[config.mk]
export PLATFORM = sky130hd
export DESIGN_NAME = toaplan2_cen_gen
export DESIGN_NICKNAME = d
export VERILOG_FILES = /design/src/rtl/toaplan2_cen_gen.sv
export SDC_FILE = /design/constraint.sdc
export NUM_CORES = 1
export LEC_CHECK = 0
export ABC_CLOCK_PERIOD_IN_PS = 5100
export BUFFER_PORTS_ARGS = -buffer_cell sky130_fd_sc_hd__buf_2
export CAP_MARGIN = 20
export CORE_MARGIN = 10
export CORE_UTILIZATION = 40
export CTS_BUF_LIST = sky130_fd_sc_hd__clkbuf_4
export DETAILED_ROUTE_END_ITERATION = 12
export REMOVE_ABC_BUFFERS = 1
export SETUP_SLACK_MARGIN = 0.15
export SLEW_MARGIN = 20
export SYNTH_ARGS = -nofsm -noshare
export SYNTH_HDL_FRONTEND = slang
export SYNTH_SLANG_ARGS = --single-unit
[constraint.sdc]
create_clock -name CLK -period 5.1 [get_ports CLK]
set_input_delay 0.765 -clock CLK [delete_from_list [all_inputs] [get_ports CLK]]
set_output_delay 0.765 -clock CLK [all_outputs]
set_load 0.005 [all_outputs]
[src/rtl/toaplan2_cen_gen.sv]
// Fractional-N CEN/CENB generator: NCH channels at CLK*NUM/DEN with glitch-free run-time retuning; `CEN_PAUSE_EN adds a masked freeze.
// Latency: pulses registered 1 cycle after detection; no backpressure, every config write is either accepted or flagged on CFG_ERR.
module toaplan2_cen_gen #(
  parameter int                  NCH        = 8,
  parameter int                  NW         = 10,
  parameter logic [NCH*NW-1:0]   NUM_INIT   = {NCH{10'd1}},
  parameter logic [NCH*NW-1:0]   DEN_INIT   = {NCH{10'd12}},
  parameter logic [NCH-1:0]      PAUSE_MASK = {NCH{1'b0}}
) (
  input  logic                   CLK,
  input  logic                   RESET,
  input  logic                   CFG_WE,
  input  logic [$clog2(NCH)-1:0] CFG_CH,
  input  logic [NW-1:0]          CFG_NUM,
  input  logic [NW-1:0]          CFG_DEN,
  output logic                   CFG_ERR,
  output logic [NCH-1:0]         CFG_PEND,
  input  logic                   PAUSE,
  output logic [NCH-1:0]         CEN,
  output logic [NCH-1:0]         CENB
);

  localparam int CHW = $clog2(NCH);

  logic [NW:0] num_x2;
  logic        wr_legal;
  logic        err_q;

  // 2*NUM <= DEN keeps CEN and CENB in separate cycles and acc within NW bits.
  assign num_x2   = {CFG_NUM, 1'b0};
  assign wr_legal = (CFG_DEN != '0) && (num_x2 <= {1'b0, CFG_DEN}) && (32'(CFG_CH) < NCH);

  always_ff @(posedge CLK) begin
    if (RESET) err_q <= 1'b0;
    else       err_q <= CFG_WE && !wr_legal;
  end

  assign CFG_ERR = err_q;

`ifndef CEN_PAUSE_EN
  logic unused_pause;
  assign unused_pause = PAUSE ^ (^PAUSE_MASK);
`endif

  for (genvar i = 0; i < NCH; i++) begin : g_ch
    localparam logic [CHW-1:0] CH_ID = CHW'(i);

    logic [NW-1:0] acc_q, num_q, den_q, num_sh, den_sh;
    logic          pend_q, cen_q, cenb_q;
    logic [NW:0]   sum;
    logic [NW-1:0] half;
    logic          hit, hit_b, frz, apply, wr_me;

    assign sum   = {1'b0, acc_q} + {1'b0, num_q};
    assign half  = den_q >> 1;
    assign hit   = sum >= {1'b0, den_q};
    assign hit_b = (acc_q < half) && (sum >= {1'b0, half});
    assign wr_me = CFG_WE && wr_legal && (CFG_CH == CH_ID);

`ifdef CEN_PAUSE_EN
    assign frz = PAUSE && PAUSE_MASK[i];
`else
    assign frz = 1'b0;
`endif

    // Swap on the CEN edge so the new rate starts at a clean phase; an idle channel swaps at once.
    assign apply = pend_q && !frz && (hit || (num_q == '0));

    always_ff @(posedge CLK) begin
      if (RESET) begin
        acc_q  <= '0;
        num_q  <= NUM_INIT[i*NW +: NW];
        den_q  <= DEN_INIT[i*NW +: NW];
        num_sh <= '0;
        den_sh <= '0;
        pend_q <= 1'b0;
        cen_q  <= 1'b0;
        cenb_q <= 1'b0;
      end else begin
        if (frz) begin
          cen_q  <= 1'b0;
          cenb_q <= 1'b0;
        end else begin
          cen_q  <= hit;
          cenb_q <= hit_b;
          if (apply) begin
            acc_q  <= '0;
            num_q  <= num_sh;
            den_q  <= den_sh;
            pend_q <= 1'b0;
          end else if (hit) begin
            // Wraps modulo 2^NW; the true result is below DEN so truncation is exact.
            acc_q <= sum[NW-1:0] - den_q;
          end else begin
            acc_q <= sum[NW-1:0];
          end
        end
        // Placed after the apply so a same-cycle write lands in the shadow and stays pending.
        if (wr_me) begin
          num_sh <= CFG_NUM;
          den_sh <= CFG_DEN;
          pend_q <= 1'b1;
        end
      end
    end

    assign CEN[i]      = cen_q;
    assign CENB[i]     = cenb_q;
    assign CFG_PEND[i] = pend_q;
  end

endmodule
* Word-level counts from Yosys, hierarchy flattened
Index checks and enable logic that the tools add are counted.
** Word-level totals
- Bits in writable memories :: 0
- Bits in read-only memories :: 0
- Bits in latches :: 0
- Bits in registers :: 425
- Memories kept :: 0
** Cells by class
- Reductions and logical operators :: 62
- Muxes and demuxes :: 24
- Shifts and indexed selects :: 0
- Order comparisons :: 25
- Add/sub/neg operators :: 16
- Eq/ne operators :: 7
- Divide/modulo/power cells :: 0
- Bitwise logic cells :: 0
- Multipliers :: 0
** Operator list (count)
- adder 10 x 10 -> 11 bit :: 8
- >= comparator 11 x 10 -> 1 bit :: 8
- >= comparator 11 x 9 -> 1 bit :: 8
- zero test 10 bit :: 8
- less-than comparator 10 x 9 -> 1 bit :: 8
- 2-to-1 mux 10 bit :: 8
- subtractor 10 bit :: 8
- logical AND 1 bit :: 27
- 2-to-1 mux 1 bit :: 16
- nonzero test 2 bit :: 8
- OR reduction 2 bit :: 8
- == test 3 bit (second input constant) :: 4
- <= comparator 11 x 10 -> 1 bit :: 1
- nonzero test 10 bit :: 1
- logical OR 1 bit :: 8
- == test 3 x 2 -> 1 bit (second input constant) :: 2
- == test 3 x 1 -> 1 bit (second input constant) :: 1
- zero test 3 bit :: 1
- zero test 1 bit :: 1

* Longest topological paths before layout
- Depth in word-level cells :: 6
- Depth in mapped cells :: 20
- Gate-level depth less buffers :: 18

* Least setup slack after synthesis
OpenSTA, ideal clock, no wires.
- Kind :: reg2reg
- Start point :: reg g_ch[3].num_q[0]
- End point :: reg g_ch[3].num_q[1]
- Data required time :: 4972 ps
- Cell stages (with the launch flop) :: 19
- Arrival :: 3772 ps
- Setup slack :: 1200 ps
- Clock period less this slack :: 3900 ps
- Buffers on the path :: 2
- Cells stage by stage :: dfxtp_1 -> ha_1 -> inv_1 -> fa_1 -> nor2b_1 -> o31a_1 -> o21ai_0 -> nor2b_1 -> xnor2_1 -> ha_1 -> a2111oi_2 -> nand3_1 -> a221oi_2 -> o2111ai_4 -> o21ai_2 -> buf_6 -> buf_12 -> mux2i_1 -> nor2_1
** Between the ends
- Word-level cells in the longest chain between the ends :: 4
- Elaborated cells between the ends (all ways) :: 5
- Classes of those cells :: 1 x add/sub; 1 x order compare; 3 x reduce/logical
** Ends and longest elaborated chain
- from (decl) :: line 48 : logic [NW-1:0] acc_q, num_q, den_q, num_sh, den_sh;
- from (signal assigned) :: line 72 : num_q <= NUM_INIT[i*NW +: NW];
- from (signal assigned) :: line 88 : num_q <= num_sh;
- adder 10 x 10 -> 11 bit :: line 54 : assign sum = {1'b0, acc_q} + {1'b0, num_q};
- >= comparator 11 x 10 -> 1 bit :: line 56 : assign hit = sum >= {1'b0, den_q};
- logical OR 1 bit (*) :: line 67 : assign apply = pend_q && !frz && (hit || (num_q == '0));
- logical AND 1 bit (*) :: line 67
Every way passes the cells marked *; elsewhere a longest branch is shown, timed or not.
A chain may end at the register's enable or synchronous reset.

* Worst setup path in the final report
- Start point :: reg g_ch[3].num_q[0]
- End point :: reg g_ch[3].den_q[6]
** Between the ends
- Word-level cells in the longest chain between the ends :: 4
- Elaborated cells between the ends (all ways) :: 5
- Classes of those cells :: 1 x add/sub; 1 x order compare; 3 x reduce/logical
** Ends and longest elaborated chain
- adder 10 x 10 -> 11 bit :: line 54
- >= comparator 11 x 10 -> 1 bit :: line 56
- logical OR 1 bit (*) :: line 67
- logical AND 1 bit (*) :: line 67
- to (signal assigned) :: line 73 : den_q <= DEN_INIT[i*NW +: NW];
- to (signal assigned) :: line 89 : den_q <= den_sh;
- to (decl) :: line 48
Marked as above.

==> summary.txt <==
Status
  – Status: complete, no violations

Drt
  – Mean number of vias per cell: around 5.3
  – DR iter-0 viols: 1105
  – Via count: 20850
  – Pre-Repair DR Iteration Count: 5
  – WL per Instance: 16.46 um
  – Final ANT Viol Nets: 0
  – WL final: between 60 and 70 mm
  – DRC: 0

Logic synthesis
  – Post-synth EDFFs: 0
  – Seq/Total Area, Yosys: 33.15%
  – Top FF cell, synth: dfxtp_1
  – Synth Register Bits: 425
  – Warnings, synthesis: 0
  – Post-synth ARST share: 0%
  – Syn Std Cell Area: 0.02567 mm2
  – Post-synthesis cell count: 2939
  – Avg Cell Area, Syn: 8.733 um2
  – Distinct cells, synth: 82

STA
  – Unrepaired setup endpoints after global routing: false
  – Final-report hold violation count: 0
  – Final WS setup: between 0.5 and 0.6 ns
  – Tcrit/Tclk final: 89.94%
  – Fmax: 218.0 MHz
  – Final-report max-slew violation count: 0
  – Slew margin rel.: 32.81%
  – Setup TNS: 0 ns
  – Clk_skew: 0.03945 ns
  – Worst slew pin tran: approximately 1 ns
  – Setup Viol. Count Final: 0
  – Min Clock Period, post-route: ~4.6 ns

Critical path
  – Worst Path Max Fanout: 18
  – CP required: 5.83 ns
  – Critical path class: reg2reg
  – CP max stage cell: fa_1
  – Worst path max stage delay: 0.40 ns
  – CP cell instances: ha_1 > inv_1 > fa_1 > nor2b_1 > o31a_1 > o21ai_0 > nor2b_1 > xnor2_2 > ha_1 > a2111oi_2 > nand3_1 > a221oi_2 > o2111ai_4 > o21ai_2 > buf_4 > mux2i_1 > nor2_1
  – Critical path endpoint category: flip-flop
  – Setup crit start kind: flip-flop
  – WP data arrival: 5.32 ns

Placed design
  – Detailed placement HPWL: 44.97 mm
  – PortBufs: 50
  – Place WS: 0.4943 ns
  – Gpl congestion: 0.8661
  – DP Area: 0.02654 mm2

Clock tree
  – Clock Sinks: 425
  – Hold_buf cts: 0
  – Setup repair bufs after CTS: 0
  – CTS root buf: clkbuf_4
  – Maximum clock insertion buffer count: 3
  – CTS HTree Levels: 3
  – Post-CTS Resized: 0
  – CTS buffer count: 112
  – Worst-path clk slew: 0.07 ns
  – Clk Latency, worst-skew pair: 0.87 ns
  – TritonCTS clock tree: built

Floorplan
  – Die height: 273.3 um
  – Initial Util: roughly two fifths
  – Core Area: 0.06331 mm2
  – I/O pins: 52
  – Die area: 0.07470 mm2
  – Rows: 92
  – Die X: 273.3 um

Global routing
  – Vias in the first global route: about 21000
  – Global Route Usage Sum: between 10% and 20%
  – Largest net degree at the start of global routing: ~130
  – Initial antenna violation count: 6
  – Total global routing overflow: 0
  – First-pass GRT wire length: 105.0 mm

Pwr
  – Leakage: roughly 13 nW
  – Pwr Density: 489.5 mW/mm2
  – Peak supply drop: just over 0.0002 V

Layout
  – Filler instances: 6325
  – Final cell area excluding filler cells: between 0.02 and 0.03 mm2
  – Layout area overhead: 9.433%
  – Most frequent cells in the layout: 425 x dfxtp_1, 368 x nor2_1, 305 x ha_1
  – Fin nets: approximately 3300
  – Share of layout cells above drive strength 1: 9.919%
  – Commonest non-fill, non-tap cell in the layout: dfxtp_1

Flow run
  – Number of max-cap violations: 0

Min path
  – Min-Delay Path Class: in2reg
cells in the mapped netlist (all sizes together), types with 9 or more instances:
library cell  number  area, um2
buf               66      440.4
o211ai            23      172.7
nand2b            45      289.0
nand3b            10      75.07
o32ai             10      87.58
mux2i            238       2382
inv              187      701.9
xor2              37      324.1
nand2            180      675.7
a2bb2oi           16      140.1
xnor2             82      718.2
fa                16      320.3
a211oi            10      75.07
o21bai            12      90.09
or3               11      68.82
dfxtp            425       8508
nor3              38      226.5
nor2             369       1388
a21oi            238       1191
a31oi             16      106.4
clkbuf            89      334.1
nor4              18      112.6
o21ai            125      640.6
o21a              24      180.2
nand3             76      380.4
a211o             20      175.2
nor2b             38      237.7
a21o              56      420.4
ha               305       3816
a2111oi            9      85.08
nand4             20      125.1
power breakdown:
group / switching [W] / internal (W)
Clock: 0.00146 / 0.00171
Sequential: 0.000197 / 0.00368
Combinational: 0.00377 / 0.00294
Total: 0.00543 / 0.00832
critical path: cells and delay by family (launching register included):
| family | cells | cell delay (ns) |
|---|---|---|
| xor+xnor | 1 | 0.25 |
| flops | 1 | 0.38 |
| simple gates | 4 | 0.57 |
| mux | 1 | 0.24 |
| compound gates | 6 | 1.64 |
| fa+ha+maj | 3 | 0.94 |
| buf+inv | 2 | 0.38 |
per-layer routing:
| layer | vias to the layer above | GRT usage, % | share of wire [%] |
|---|---|---|---|
| li1 | 10490 | - | - |
| met3 | 126 | 3.179 | 4.7 |
| met5 | - | 0 | 0.020 |
| met1 | 9794 | 21.89 | 47 |
| met2 | 433 | 28.51 | 46 |
| met4 | 2 | 4.943 | 2.1 |
stage by stage:
step / cells / hold slack (ns) / utilization, % / power, W
2_1_floorplan: 2784 / 0.4215 / - / 0.008972
3_3_place_gp: 3717 / 0.4376 / 41.92 / 0.01040
3_5_place_dp: 3717 / 0.4447 / 41.92 / 0.01058
4_1_cts: 3921 / 0.1868 / 44.33 / 0.01384
5_1_grt: 3925 / 0.1952 / 44.36 / 0.01496
6_report: 3926 / 0.2851 / 44.36 / 0.01375
path summary, 6_finish.rpt:
path | start | endpoint | slack [ns] | cells past startpoint
min | CFG_WE | CFG_ERR$_SDFF_PP0_ | 0.29 | 3
min reg2reg | g_ch[5].den_sh[7]$_SDFFE_PP0P_ | g_ch[5].den_q[7]$_SDFFE_PP0P_ | 0.45 | 2
max reg2reg | g_ch[3].num_q[0]$_SDFFE_PP1P_ | g_ch[3].den_q[6]$_SDFFE_PP0P_ | 0.51 | 17
max | g_ch[3].num_q[0]$_SDFFE_PP1P_ | g_ch[3].den_q[6]$_SDFFE_PP0P_ | 0.51 | 17
flip-flops by register name, indices dropped and copies added (netlist names):
name,flops
CFG_ERR,1
g_ch.acc_q,80
g_ch.cen_q,8
g_ch.cenb_q,8
g_ch.den_q,80
g_ch.den_sh,80
g_ch.num_q,80
g_ch.num_sh,80
g_ch.pend_q,8
layout make-up:
cell class | instances | area [um2] | share of cell area (%)
diodes | 5 | 12.51 | 0.04455
clock buffers | 161 | 1209 | 4.303
clock inverters | 43 | 315.3 | 1.123
inverters | 187 | 701.9 | 2.499
multi-input cells | 2172 | 15690 | 55.88
flip-flops and latches | 425 | 8508 | 30.29
well taps | 846 | 1059 | 3.769
repair buffers | 87 | 588.1 | 2.094
logic make-up (layout without fill, tap and decap cells):
kind of cell / after synthesis / in the layout / share of synthesized area (%)
simple gates: 840 / 840 / 15.08
xor+xnor: 119 / 119 / 4.061
mux: 245 / 245 / 9.589
fa+ha+maj: 321 / 321 / 16.12
other cells: 0 / 5 / 0
buf+inv: 342 / 478 / 5.752
flops: 425 / 425 / 33.15
compound gates: 647 / 647 / 16.25
Note: power is estimated with default switching activity, not from simulation.
